===== src/rtl/counter_pkg.sv =====
// Shared types and constants for the loadable saturating down-counter.
// Latency: n/a (package); backpressure: n/a.
package counter_pkg;

    localparam int WIDTH     = 5;
    localparam int COUNT_MAX = (1 << WIDTH) - 1;

    typedef logic [WIDTH-1:0] count_t;

    // IDLE must stay at 0: the state flop clears to all-zeros on reset.
    typedef enum logic [1:0] {
        IDLE = 2'd0,
        RUN  = 2'd1,
        DONE = 2'd2
    } state_t;

    function automatic count_t sat_dec(input count_t v);
        return (v == '0) ? '0 : v - count_t'(1);
    endfunction

endpackage


===== src/rtl/dff.sv =====
// Generic register cell with asynchronous active-low clear to zero.
// Latency: one clock; backpressure: none.
module dff #(
    parameter int W = 1
) (
    input  logic         i_clk,
    input  logic         i_clrn,
    input  logic [W-1:0] i_d,
    output logic [W-1:0] o_q
);

    always_ff @(posedge i_clk or negedge i_clrn) begin
        if (!i_clrn) begin
            o_q <= '0;
        end else begin
            o_q <= i_d;
        end
    end

endmodule


===== src/rtl/down_counter_5_ctrl.sv =====
// FSM state register plus next-state/next-count logic and status decode.
// Latency: next values registered on the following edge; backpressure: enable=0 stalls RUN.
module down_counter_5_ctrl
    import counter_pkg::*;
(
    input  logic   i_clk,
    input  logic   i_rst_n,
    input  logic   i_load,
    input  count_t i_load_value,
    input  logic   i_enable,
    input  logic   i_auto_reload,
    input  count_t i_count,
    input  count_t i_reload,
    output count_t o_count_nxt,
    output count_t o_reload_nxt,
    output logic   o_busy,
    output logic   o_done
);

    logic [1:0] r_state;
    state_t     w_state;
    state_t     w_state_nxt;

    dff #(.W(2)) u_state (
        .i_clk  (i_clk),
        .i_clrn (i_rst_n),
        .i_d    (w_state_nxt),
        .o_q    (r_state)
    );

    assign w_state = state_t'(r_state);

    always_comb begin
        w_state_nxt  = w_state;
        o_count_nxt  = i_count;
        o_reload_nxt = i_reload;

        if (i_load) begin
            // A load always wins and silently abandons any run in progress.
            o_count_nxt  = i_load_value;
            o_reload_nxt = i_load_value;
            w_state_nxt  = (i_load_value != '0) ? RUN : DONE;
        end else begin
            unique case (w_state)
                IDLE: begin
                    w_state_nxt = IDLE;
                end
                RUN: begin
                    if (i_enable) begin
                        o_count_nxt = sat_dec(i_count);
                        if (i_count <= count_t'(1)) begin
                            w_state_nxt = DONE;
                        end
                    end
                end
                DONE: begin
                    if (i_auto_reload && (i_reload != '0)) begin
                        o_count_nxt = i_reload;
                        w_state_nxt = RUN;
                    end else begin
                        o_count_nxt = '0;
                        w_state_nxt = IDLE;
                    end
                end
                default: begin
                    o_count_nxt = '0;
                    w_state_nxt = IDLE;
                end
            endcase
        end
    end

    assign o_busy = (w_state == RUN);
    assign o_done = (w_state == DONE);

endmodule


===== src/rtl/down_counter_5.sv =====
// Loadable 5-bit saturating down-counter used as an iterative-op step timer.
// Latency: count/busy/done update one edge after inputs; backpressure: enable=0 holds count.
module down_counter_5
    import counter_pkg::*;
(
    input  logic             i_clk,
    input  logic             i_rst_n,
    input  logic             i_load,
    input  logic [WIDTH-1:0] i_load_value,
    input  logic             i_enable,
    input  logic             i_auto_reload,
    output logic [WIDTH-1:0] o_count,
    output logic             o_busy,
    output logic             o_done,
    output logic             o_zero
);

    count_t r_count;
    count_t r_reload;
    count_t w_count_nxt;
    count_t w_reload_nxt;

    dff #(.W(WIDTH)) u_count (
        .i_clk  (i_clk),
        .i_clrn (i_rst_n),
        .i_d    (w_count_nxt),
        .o_q    (r_count)
    );

    dff #(.W(WIDTH)) u_reload (
        .i_clk  (i_clk),
        .i_clrn (i_rst_n),
        .i_d    (w_reload_nxt),
        .o_q    (r_reload)
    );

    down_counter_5_ctrl u_ctrl (
        .i_clk         (i_clk),
        .i_rst_n       (i_rst_n),
        .i_load        (i_load),
        .i_load_value  (i_load_value),
        .i_enable      (i_enable),
        .i_auto_reload (i_auto_reload),
        .i_count       (r_count),
        .i_reload      (r_reload),
        .o_count_nxt   (w_count_nxt),
        .o_reload_nxt  (w_reload_nxt),
        .o_busy        (o_busy),
        .o_done        (o_done)
    );

    assign o_count = r_count;
    assign o_zero  = (r_count == '0);

endmodule

===== config.mk =====
export PLATFORM = sky130hd
export DESIGN_NAME = down_counter_5
export DESIGN_NICKNAME = d
export VERILOG_FILES = /design/src/rtl/counter_pkg.sv /design/src/rtl/dff.sv /design/src/rtl/down_counter_5_ctrl.sv /design/src/rtl/down_counter_5.sv
export SDC_FILE = /design/constraint.sdc
export NUM_CORES = 1
export LEC_CHECK = 0
export CAP_MARGIN = 20
export CORE_MARGIN = 2
export CORE_UTILIZATION = 48
export DETAILED_ROUTE_END_ITERATION = 10
export PLACE_DENSITY = 0.82
export REMOVE_ABC_BUFFERS = 1
export SETUP_SLACK_MARGIN = 0.5
export SYNTH_ARGS = -nofsm -noshare
export SYNTH_HDL_FRONTEND = slang
export SYNTH_SLANG_ARGS = --single-unit
export TNS_END_PERCENT = 10

===== constraint.sdc =====
create_clock -name i_clk -period 1.77 [get_ports i_clk]
set_input_delay 0.177 -clock i_clk [delete_from_list [all_inputs] [get_ports i_clk]]
set_output_delay 0.177 -clock i_clk [all_outputs]
set_load 0.005 [all_outputs]

==> results.sh <==
export IMPL_outcome="completed"
export IMPL_drc=0
export IMPL_cts_buffer_depth=2
export IMPL_ir_drop_mv=0.475
export IMPL_rsz0062_at_grt="yes"
export IMPL_grt_pass1_vias=728
export IMPL_area_growth_pct=44.8
export IMPL_die_h_um=44.7
export IMPL_tightest_slew_ns=0.575
export IMPL_fin_skew_ns=0.00595
export IMPL_syn_inst=81
export IMPL_numCtsBuffers=3
export IMPL_hold_buffers=0
export IMPL_p_seq_share_pct=35.3
export IMPL_ys_warn_count=0
export IMPL_die_x_um=44.7
export IMPL_die_area_um2=1990
export IMPL_utilization_pct=75.4
export IMPL_syn_avg_cell_area_um2=9.79
export IMPL_htreeDepth=1
export IMPL_total_power_w=0.000927
export IMPL_leakage_nw=0.495
export IMPL_cp_cell_sequence="inv_2, ha_4, or4b_4, inv_2, buf_2"
export IMPL_fin_nets=132
export IMPL_yosysSeqAreaShare_pct=37.9
export IMPL_p_switching_w=0.000297
export IMPL_design_area_um2=1150
export IMPL_slew_headroom_pct=61.6
export IMPL_vias=775
export IMPL_cts_tree="built"
export IMPL_grt_pass1_wl_um=3190
export IMPL_fill_cells=109
export IMPL_cts_sinks=12
export IMPL_place_area_um2=1050
export IMPL_sw_frac_of_total_pct=32.0
export IMPL_pwr_share_clk_pct=23.7
export IMPL_initial_core_util_pct=52.1
export IMPL_arrival_ns=1.49
export IMPL_synth_seq_cells=12
export IMPL_max_freq_ghz=0.601
export IMPL_maxCapViolations=0
export IMPL_power_density_nw_per_um2=807
export IMPL_required_ns=1.59
export IMPL_place_congestion=0.898
export IMPL_worstSetupStartpointType="flip-flop"
export IMPL_fin_crit_ns=1.66
export IMPL_clock_latency_ns=0.27
export IMPL_dr_pass1_iters=4
export IMPL_antenna_found_initial=0
export IMPL_diodes=0
export IMPL_routed_wl_um=2060
export IMPL_wire_per_inst_um=15.7
export IMPL_slowest_delay_ns=0.46
export IMPL_post_route_period_util_pct=94.0
export IMPL_hold_viol=0
export IMPL_slew_violations=0
export IMPL_slowest_stage="or4b_4"
export IMPL_critPathMostFrequentCell="inv_2"
export IMPL_rows=14
export IMPL_pre_cts_ws_ns=-0.0120
export IMPL_min_path_type="input port to asynchronous set/reset pin"
export IMPL_viasPerCell=5.92
export IMPL_cp_max_fo=2
export IMPL_cts_root_buf="clkbuf_4"
export IMPL_core_um2=1520
export IMPL_worstSetupEndpointType="primary output"
export IMPL_p_int_w=0.000630
export IMPL_portBuffers=17
export IMPL_combPwrFrac_pct=40.9
export IMPL_drive_gt1_share_pct=27.0
export IMPL_drt_iter0_drc=33
export IMPL_grt_overflow_total=0
export IMPL_cp_top_family="simple AND/OR/NAND/NOR gates"
export IMPL_critPathBufInv=3
export IMPL_setup_slack_ns=0.106
export IMPL_dpl_hpwl_um=1410
export IMPL_crit_type="flip-flop to primary output"
export IMPL_clk_pin_slew_ns=0.08
export IMPL_grt_max_degree=13
export IMPL_ys_types=31
export IMPL_grt_usage_pct=22.4
export IMPL_setup_violations_final=0
export IMPL_ios=18
export IMPL_syn_area_um2=793
export IMPL_antenna_left=0
worst register-to-register path, delay by kind of cell (launching register included):
family                   cells  cell delay [ns]
adder cells (fa/ha/maj)      1             0.13
buffers and inverters        2             0.24
AND/OR/NAND/NOR              2             0.55
AO/OA/AOI/OAI                1             0.16
flip-flops                   1             0.40
cells by family after synthesis:
group / share of synthesized area (%)
and+or+nand+nor: 22.4
AOI/OAI and AO/OA: 20.7
buffers and inverters: 6.15
DFF: 37.9
adders and majority gates: 9.46
xor gates and xnor gates: 2.21
muxes: 1.26
registers in the layout, summed over array words and instances (netlist names):
signal              flops
u_count.o_q             5
u_ctrl.u_state.o_q      2
u_reload.o_q            5
path summary, 6_finish.rpt:
kind                                  from                     to  slack (ns)  cells past startpoint
setup / recovery            u_count.o_q[0]                 o_zero        0.11                      5
hold / removal                     i_rst_n  u_ctrl.u_state.o_q[0]        0.27                      1
setup reg to reg            u_count.o_q[0]         u_count.o_q[3]        0.15                      6
hold reg to reg            u_reload.o_q[0]        u_reload.o_q[0]        0.52                      1
max in group asynchronous          i_rst_n         u_count.o_q[1]        1.12                      1
min in group i_clk         u_reload.o_q[0]        u_reload.o_q[0]        0.52                      1
Yosys cell counts, drive strengths merged:
master	number	area [um^2]
dfrtp	12	300
inv	10	37.5
ha	6	75.1
o211ai	6	45.0
nand4	5	46.3
nand2	4	15.0
nor3	4	25.0
o2111ai	4	35.0
o21ai	4	20.0
nor2b	3	18.8
a31oi	2	12.5
clkbuf	2	11.3
nand2b	2	12.5
or4	2	15.0
xnor2	2	17.5
a21o	1	7.51
a2bb2oi	1	8.76
a311o	1	10.0
a41oi	1	8.76
and2	1	6.26
and3b	1	8.76
mux2i	1	10.0
nand3	1	5.00
nor2	1	3.75
nor3b	1	7.51
o21bai	1	7.51
o41ai	1	8.76
or4b	1	13.8
cells in the final DEF, fill, tap and decap left out, types with 2 or more instances in the layout:
cell / netlist / final
a31oi_1: 2 / 2
ha_4: 0 / 2
inv_2: 0 / 5
dfrtp_1: 12 / 12
nand4_1: 4 / 4
o21ai_0: 4 / 4
clkbuf_4: 1 / 3
nand2_1: 4 / 4
o2111ai_1: 4 / 4
nor3_1: 3 / 3
clkdlybuf4s50_1: 0 / 16
buf_4: 0 / 15
o211ai_1: 6 / 6
inv_1: 10 / 5
ha_1: 6 / 4
nor2b_1: 3 / 3
xnor2_1: 2 / 2
nand2b_1: 2 / 2
or4_1: 2 / 2
per-layer routing:
| layer | up-vias | track usage, % | share of wire (%) |
|---|---|---|---|
| met5 | - | 0 | 0 |
| met4 | 0 | 7.88 | 1.4 |
| met3 | 6 | 2.86 | 6.9 |
| met2 | 39 | 40.9 | 53 |
| met1 | 351 | 26.3 | 39 |
| li1 | 379 | - | - |
power groups by stage:
stage | logic (W) | clock network (W) | registers (W)
CTS | 0.000363 | 0.000222 | 0.000326
detailed placement | 0.000334 | 0 | 0.000329
finish | 0.000380 | 0.000220 | 0.000328
global placement | 0.000327 | 0 | 0.000328
global route | 0.000412 | 0.000232 | 0.000331
floorplan | 0.000156 | 0 | 0.000341
metrics by stage:
stage | std cells | TNS, ns | hold WS [ns]
after CTS | 130 | 0 | 0.274
after detailed placement | 123 | -0.0120 | 0.491
after global placement | 123 | 0 | 0.495
final | 131 | 0 | 0.265
after global routing | 131 | 0 | 0.319
after floorplan | 79 | 0 | -0.119
final cells by class:
class	count	area, um^2	share of cell area (%)
Sequential cell	12	300	26.1
Inverter	10	37.5	3.27
Clock buffer	4	36.3	3.16
Timing Repair Buffer	32	278	24.2
Tap cell	16	20.0	1.74
Multi-Input combinational cell	57	477	41.5
what timing repair did:
action,CTS,global route
setup endpoints to repair,15,15
setup buffers,3,1
pin swaps,1,1
endpoints found under the hold margin,0,0
resized for setup,12,2
gates cloned,0,0
No activity file was read; power rests on OpenSTA's default activity.
